[src/rtl/traffic_phase_scheduler.sv]
// traffic_phase_scheduler: demand-actuated 4-approach phase scheduler with round-robin vehicle service,
// pedestrian all-red WALK and emergency preemption.
module traffic_phase_scheduler #(
  parameter int unsigned GREEN_MIN = 4,
  parameter int unsigned GREEN_MAX = 10,
  parameter int unsigned YELLOW_T  = 2,
  parameter int unsigned ALL_RED_T = 1,
  parameter int unsigned WALK_T    = 6
) (
  input  logic       clk,
  input  logic       reset,
  input  logic [3:0] car_req,
  input  logic       ped_req,
  input  logic       emerg_valid,
  input  logic [1:0] emerg_dir,
  output logic [1:0] light_n,
  output logic [1:0] light_e,
  output logic [1:0] light_s,
  output logic [1:0] light_w,
  output logic       ped_walk,
  output logic [1:0] phase_dir,
  output logic [3:0] pending,
  output logic       emerg_active
);
  typedef enum logic [2:0] {IDLE, GREEN, YELLOW, ALL_RED, WALK} state_t;
  localparam logic [7:0] GMIN_C = 8'(GREEN_MIN - 1);
  localparam logic [7:0] GMAX_C = 8'(GREEN_MAX - 1);
  localparam logic [7:0] Y_C    = 8'(YELLOW_T - 1);
  localparam logic [7:0] AR_C   = 8'(ALL_RED_T - 1);
  localparam logic [7:0] W_C    = 8'(WALK_T - 1);
  state_t     state_q, state_d, arb_state;
  logic [7:0] cnt_q, cnt_d;
  logic [1:0] dir_q, dir_d, rr_dir, arb_dir;
  logic [3:0] pend_q, pend_d, demand, cur_oh, new_oh, g_oh, y_oh;
  logic       ped_q, ped_d, emerg_q, emerg_d, ped_set, other, enter_green, enter_walk;
  assign demand = pend_q | car_req;
  assign cur_oh = 4'b0001 << dir_q;
  assign new_oh = 4'b0001 << dir_d;
  assign other  = |(demand & ~cur_oh) | ped_q;
  // Round-robin: nearest requesting approach after the most recent green, wrapping.
  always_comb begin
    rr_dir = dir_q;
    for (int k = 4; k >= 1; k--)
      if (demand[2'(dir_q + 2'(k))]) rr_dir = 2'(dir_q + 2'(k));
  end
  assign arb_state = emerg_valid ? GREEN : (ped_q | ped_req) ? WALK : |demand ? GREEN : IDLE;
  assign arb_dir   = emerg_valid ? emerg_dir : rr_dir;
  always_comb begin
    state_d = state_q;
    dir_d   = dir_q;
    emerg_d = emerg_q;
    ped_set = 1'b0;
    case (state_q)
      IDLE, ALL_RED: begin
        if (state_q == IDLE || cnt_q >= AR_C) begin
          state_d = arb_state;
          dir_d   = arb_state == GREEN ? arb_dir : dir_q;
          emerg_d = emerg_valid;
        end
      end
      GREEN: begin
        if (emerg_valid) begin
          state_d = emerg_dir != dir_q ? YELLOW : GREEN;
          emerg_d = emerg_dir == dir_q;
        end else begin
          emerg_d = 1'b0;
          if (other && cnt_q >= GMIN_C && (!car_req[dir_q] || cnt_q >= GMAX_C)) state_d = YELLOW;
        end
      end
      YELLOW: if (cnt_q >= Y_C) state_d = ALL_RED;
      WALK: begin
        ped_set = emerg_valid;
        if (emerg_valid || cnt_q >= W_C) state_d = ALL_RED;
      end
      default: state_d = ALL_RED;
    endcase
  end
  assign enter_green = state_d == GREEN && state_q != GREEN;
  assign enter_walk  = state_d == WALK && state_q != WALK;
  // The approach being served does not re-latch its own request while green.
  assign pend_d = (pend_q | (car_req & ~(state_q == GREEN ? cur_oh : 4'b0000))) & ~(enter_green ? new_oh : 4'b0000);
  assign ped_d  = ((ped_q | ped_req) & ~enter_walk) | ped_set;
  assign cnt_d  = state_d != state_q ? 8'd0 : cnt_q + {7'd0, ~&cnt_q};
  always_ff @(posedge clk or posedge reset) begin
    if (reset) begin
      state_q <= ALL_RED;
      cnt_q   <= '0;
      dir_q   <= 2'd3;
      pend_q  <= '0;
      ped_q   <= 1'b0;
      emerg_q <= 1'b0;
    end else begin
      state_q <= state_d;
      cnt_q   <= cnt_d;
      dir_q   <= dir_d;
      pend_q  <= pend_d;
      ped_q   <= ped_d;
      emerg_q <= emerg_d;
    end
  end
  assign g_oh         = state_q == GREEN ? cur_oh : 4'b0000;
  assign y_oh         = state_q == YELLOW ? cur_oh : 4'b0000;
  assign light_n      = {g_oh[0], y_oh[0]};
  assign light_e      = {g_oh[1], y_oh[1]};
  assign light_s      = {g_oh[2], y_oh[2]};
  assign light_w      = {g_oh[3], y_oh[3]};
  assign ped_walk     = state_q == WALK;
  assign phase_dir    = dir_q;
  assign pending      = pend_q;
  assign emerg_active = emerg_q;
endmodule

[config.mk]
export PLATFORM = sky130hd
export DESIGN_NAME = traffic_phase_scheduler
export DESIGN_NICKNAME = d
export VERILOG_FILES = /design/src/rtl/traffic_phase_scheduler.sv
export SDC_FILE = /design/constraint.sdc
export NUM_CORES = 1
export LEC_CHECK = 0
export CORE_ASPECT_RATIO = 0.8
export CORE_MARGIN = 10
export CORE_UTILIZATION = 40
export DETAILED_ROUTE_END_ITERATION = 7
export GPL_ROUTABILITY_DRIVEN = 0
export SLEW_MARGIN = 20
export SYNTH_ARGS = -nofsm -noshare
export SYNTH_HDL_FRONTEND = slang
export SYNTH_SLANG_ARGS = --single-unit
[constraint.sdc]
create_clock -name clk -period 2.7 [get_ports clk]
set_input_delay 0.54 -clock clk [delete_from_list [all_inputs] [get_ports clk]]
set_output_delay 0.54 -clock clk [all_outputs]
set_load 0.005 [all_outputs]
# Word-level counts from Yosys, hierarchy flattened

Cells that the tools add are included.

Register bits: 19
Latch bits: 0
Bits in writable memories: 0
Bits in read-only memories: 0
Input bits: 10
Output and inout bits: 16
Word-level logic and storage cells: 96
Memories: 0

$add $sub $neg: 4
Multipliers: 0
Divide/modulo/power cells: 0
Order comparisons: 9
Eq/ne operators: 13
Shift-type cells: 2
Multiplexer cells: 33
Bitwise operators: 13
Reductions and logical operators: 16

Operator list:

| cell                                                | number |
|---|---|
| two-way mux 3 bit                                   | 7 |
| >= comparator 8 x 1 -> 1 bit, second input constant | 2 |
| two-way mux 2 bit                                   | 8 |
| bitwise AND 4 bit                                   | 3 |
| < comparator 2 x 3 -> 1 bit, second input constant  | 4 |
| two-way mux 4 bit                                   | 3 |
| NOT 4 bit                                           | 3 |
| case mux 3 bit (4 select lines)                     | 1 |
| == test 3 x 1 -> 1 bit, second input constant       | 3 |
| adder 8 x 1 -> 8 bit                                | 1 |
| binary-select mux 1 bit (select 2 bit)              | 4 |
| >= comparator 8 x 2 -> 1 bit, second input constant | 1 |
| >= comparator 8 x 3 -> 1 bit, second input constant | 1 |
| >= comparator 8 x 4 -> 1 bit, second input constant | 1 |
| two-way mux 1 bit                                   | 8 |
| two-way mux 8 bit                                   | 1 |
| bitwise OR 4 bit                                    | 2 |
| AND reduction 8 bit                                 | 1 |
| OR reduction 4 bit                                  | 2 |
| << shifter 1 x 2 -> 4 bit, first input constant     | 2 |
| == test 3 x 2 -> 1 bit, second input constant       | 2 |
| == test 3 bit, second input constant                | 2 |
| adder 2 bit, second input constant                  | 2 |
| logical AND 1 bit                                   | 4 |
| 17 further kinds                                    | 22 |

# Logic depth before layout (Yosys ltp)

Word-level depth: 15
Depth in mapped cells: 9
Mapped depth without buffers: 8

# Worst setup path before layout

OpenSTA, ideal clock, no wires.

Path type: reg2reg
Start: reg dir_q[0], in the netlist phase_dir[0]
End: reg pend_q[0], in the netlist pending[0]
Setup time: 0.139 ns
Arrival time: 2.041 ns
Required time: 2.561 ns
Setup slack: 0.519 ns
Stages on the path, launching flop included: 9
Path buffers: 1
Period minus slack after synthesis: 2.181 ns
Cells stage by stage: dfstp_2 buf_2 inv_1 ha_1 nor3_1 a21oi_1 or4_4 o221ai_1 o221ai_1

Longest elaborated chain between the ends: 15
Elaborated cells between the ends (all ways): 42
Those cells by class: add/sub (3); eq/ne (2); shift (2); mux (21); bitwise (8); reduce/logical (6)

RTL lines:

| element                                                              | RTL line | RTL |
|---|---|---|
| start, declared                                                      | 33       | `logic [1:0] dir_q, dir_d, rr_dir, arb_dir;` |
| start signal, assigned                                               | 95       | `dir_q <= dir_d;` |
| parallel branches: the longest is 14 deep, another holds adder 2 bit | n/a      |  |
| bitwise AND 4 bit *                                                  | 81       | `assign pend_d = (pend_q \| (car_req & ~(state_q == GREEN ? cur_oh : 4'b0000))) & ~(enter_green ? new_oh : 4'b00 ...` |
| net pend_d[0]                                                        | 34       | `logic [3:0] pend_q, pend_d, demand, cur_oh, new_oh, g_oh, y_oh;` |
| end signal, assigned                                                 | 96       | `pend_q <= pend_d;` |
| end, declared                                                        | 34       |  |

Mark *: on every way through the listed nets, which the timed path passes. The select of a mux whose other input is x is not followed.
A chain may end at the register's enable or synchronous reset.

# Final worst setup path

Start: reg dir_q[0], in the netlist phase_dir[0]
End: out light_n[1]

Longest elaborated chain between the ends: 2

RTL lines:

| element                   | RTL line | RTL |
|---|---|---|
| << shifter 1 x 2 -> 4 bit | 37       | `assign cur_oh = 4'b0001 << dir_q;` |
| two-way mux 4 bit         | 101      | `assign g_oh = state_q == GREEN ? cur_oh : 4'b0000;` |
| end, declared             | 16       | `output logic [1:0] light_n,` |

No other way between the ends.

==> metrics <==
met2 Usage GRT=0.2229; total CTS buffers=3; Worst path slowest cell=dfstp_2; core box area=3542 µm²; Synth Area in Simple Gates=0.2380; Placed Cells incl. Taps=~240; CP Max Fanout=13; Sw Ratio=0.4388; first-pass GRT wire length=approximately 7200 µm; Int Pwr=1.065 mW; xor/xnor share of the synthesized area=0.04643; Yosys cell types=just under 50; area grow syn2layout=23.55%; GRT Total Usage=0.1349; RR Startpoint=phase_dir[0]; asr flop ratio synth=1.000; Critical Path RT=2160 ps; first drt pass iteration count=5; power share of the combinational group=0.582; Post-synth top flop=dfrtp_1; sink of the worst hold path=emerg_active; Final Max Slew Viols=0; hold path startpoint=emerg_active; Yosys reg bits=19; Setup CP Type=flip-flop to primary output; Reg2Reg Setup Slack=330 ps; hold path depth=1; Global Route met3 Usage=0.03776; Tmin final=around 2500 ps; Crit path top cell by count=inv_1; DRT antenna net count=0; delay of the slowest critical-path stage=around 680 ps; syn_nets=between 150 and 200; Syn Area/Cell=around 8.5 µm²; FP Rows=19; Max VDD drop=around 0.63 mV; Psw=around 0.83 mW; maximum level of the CTS H-tree=1; IO Count=26; GRT Residual Overflow=0; mux cell area share after synthesis=0.03234; initial antenna violation count=0; Reg power frac=0.315; # diodes=0; Cell Chain, Critical Path=inv_1 > ha_1 > nand2_1 > inv_1 > clkdlybuf4s50_1; Initial DRC Count=113; # setup viols final=0; hold buffers post-CTS=0; Worst Tran Pin Value=739.0 ps; Initial Utilization=0.4260; Post-Syn Area=1509 µm²; largest net degree at the start of global routing=20; vias per std cell=6.081; Worst Hold Class=flip-flop to flip-flop; clock tree from TritonCTS=built; post_cts resized=0; Die H=about 75 µm; endpoints failing hold=0; CP arrival=1980 ps; Die Span X=between 80 and 90 µm; sequential area share after synthesis=0.3184; WHS=~530 ps; clock share of power=0.103; Detail Placement HPWL=3297 µm; Layout Nets=roughly 220; busiest grt layer=met2; Worst Setup Start Kind=flip-flop; Max Root-Sink Buffers=2; final setup TNS=0 ps; largest family of logic cells by synthesized area=compound AO/OA/AOI/OAI gates; worst-skew pair later-pin latency=roughly 250 ps; Post-Layout Cell Count=246; Final Cycle Share=0.9347; status=finished, final reports clean; worst reg-to-reg path cell count=7; Post-CTS Setup Inserts=0; layout cell share with drive strength beyond 1=0.1127; clock sink total=19; die area=~6600 µm²; Post-Synthesis Cells=between 150 and 200; Leak=between 0.7 and 0.8 nW; max_cap viols=0; worst-case clock skew=between 9 and 10 ps; CTS clk-pin slew, worst paths=around 80 ps; f_max=396.3 MHz; Avg WL per Cell=between 15 and 20 µm; Pwr per Cell Area=between 1000 and 1500 nW/µm²; Post-Route WL=4224 µm; Compound-Gate Fraction of Synth Area=0.2653; Port-buffer cells=25; Worst R2R End=pending[1]; root buf cell=clkbuf_8; Relative slew margins=0.5068; RSZ-0062 raised after global routing=no; adder-cell share of the synthesized area=0.04975; DRC viols=0; Worst setup EP type=primary output; vias in the first global route=between 1000 and 1500; Design Power=1.898 mW; EDFF count, synth=0; detailed-route via count=1496; Yosys warnings=0; met1 usage=0.1724
[routing by layer]
layer  routed length [µm]  vias to the layer above
met3                  267                        2
met2                 1986                       54
met5                    0                        -
li1                     -                      714
met4                   17                        0
met1                 1952                      726
[per-stage QoR]
| stage | worst slack [ps] | cell area (µm²) | utilization |
|---|---|---|---|
| floorplan | 519.4 | 1509 | - |
| global placement | 185.4 | 1819 | 0.5136 |
| detailed placement | 127.8 | 1819 | 0.5136 |
| CTS | 167.5 | 1864 | 0.5263 |
| global route | 31.28 | 1864 | 0.5263 |
| finish | 176.4 | 1864 | 0.5263 |
[layout make-up]
type	instances	area, µm²
Inverter	10	37.54
Tap cell	42	52.55
Clock buffer	4	45.04
Timing Repair Buffer	31	295.3
Sequential cell	19	480.5
Fill cell	324	1678
Multi-Input combinational cell	140	953.4
[power by group through the flow]
| stage | sequential, mW | clock (mW) | combinational (mW) |
|---|---|---|---|
| after CTS | 0.592 | 0.202 | 1.10 |
| final | 0.599 | 0.196 | 1.10 |
| after global routing | 0.621 | 0.212 | 1.22 |
| after global placement | 0.592 | 0 | 1.10 |
| after floorplan | 0.497 | 0 | 0.779 |
| after detailed placement | 0.595 | 0 | 1.09 |
[state kept, by name, indices dropped and copies added, names as in the netlist]
| name | flops |
|---|---|
| pending | 4 |
| state_q | 3 |
| emerg_active | 1 |
| ped_q | 1 |
| phase_dir | 2 |
| cnt_q | 8 |
[synth_stat cells (2+ instances only)]
cell type,instances,area share
a21o_1,2,0.0099
xor2_1,5,0.029
o221ai_1,2,0.012
o22ai_1,2,0.0083
o21bai_1,4,0.020
nor2b_1,2,0.0083
nand3_1,8,0.027
a21oi_1,16,0.053
o2111ai_1,2,0.012
nor2_1,12,0.030
a21boi_0,3,0.015
nor3b_1,4,0.020
o21ai_0,3,0.0099
ha_1,6,0.050
and2_1,6,0.025
nor3_1,8,0.027
or3_1,2,0.0083
or2_2,2,0.0083
inv_1,9,0.022
o21a_1,2,0.0099
xnor2_1,3,0.017
clkbuf_1,6,0.015
a2bb2oi_1,2,0.012
nand2b_1,2,0.0083
nand2_1,15,0.037
or4_1,2,0.0099
dfstp_2,4,0.070
buf_2,3,0.0099
o31ai_1,2,0.0099
a31oi_1,5,0.021
and3_1,2,0.0083
dfrtp_1,15,0.25
[cells in the final DEF (no fill, tap or decap), drive strengths merged, types with 3 or more instances in the layout]
cell           Yosys  layout
clkdlybuf4s50      0      25
a21oi             16      16
nand2             15      15
dfrtp             15      15
nor2              12      12
inv               10      10
nor3               8       8
nand3              8       8
and2               6       6
ha                 6       6
buf                3       6
xor2               5       5
a31oi              5       5
nor3b              4       4
o21bai             4       4
dfstp              4       4
clkbuf             6       4
xnor2              3       3
a21boi             3       3
o21ai              3       3
or4                3       3
[worst max-delay path by stage]
stage                       startpoint  cells after the start    endpoint  slack (ps)
final                     phase_dir[0]                      5  light_n[1]         180
after global routing      phase_dir[0]                      5  light_n[1]          30
after CTS                 phase_dir[0]                      5  light_n[1]         170
after detailed placement    car_req[3]                      6  pending[0]         130
after global placement      car_req[2]                      6  pending[1]         190
after floorplan           phase_dir[0]                      8  pending[0]         520
[cell families after synthesis]
kind of cell             after synthesis
AND/OR/NAND/NOR                       69
AO/OA/AOI/OAI                         55
buffers and inverters                 19
flip-flops                            19
XOR/XNOR                               8
adder cells (fa/ha/maj)                6
multiplexers                           2
[worst max-delay path: cells and delay by family, from the launching register on]
kind | cells | cell delay (ps)
adder cells (fa/ha/maj) | 1 | 260
buffers and inverters | 3 | 660
flip-flops | 1 | 680
AND/OR/NAND/NOR | 1 | 120
No activity file was read; power rests on OpenSTA's default activity.
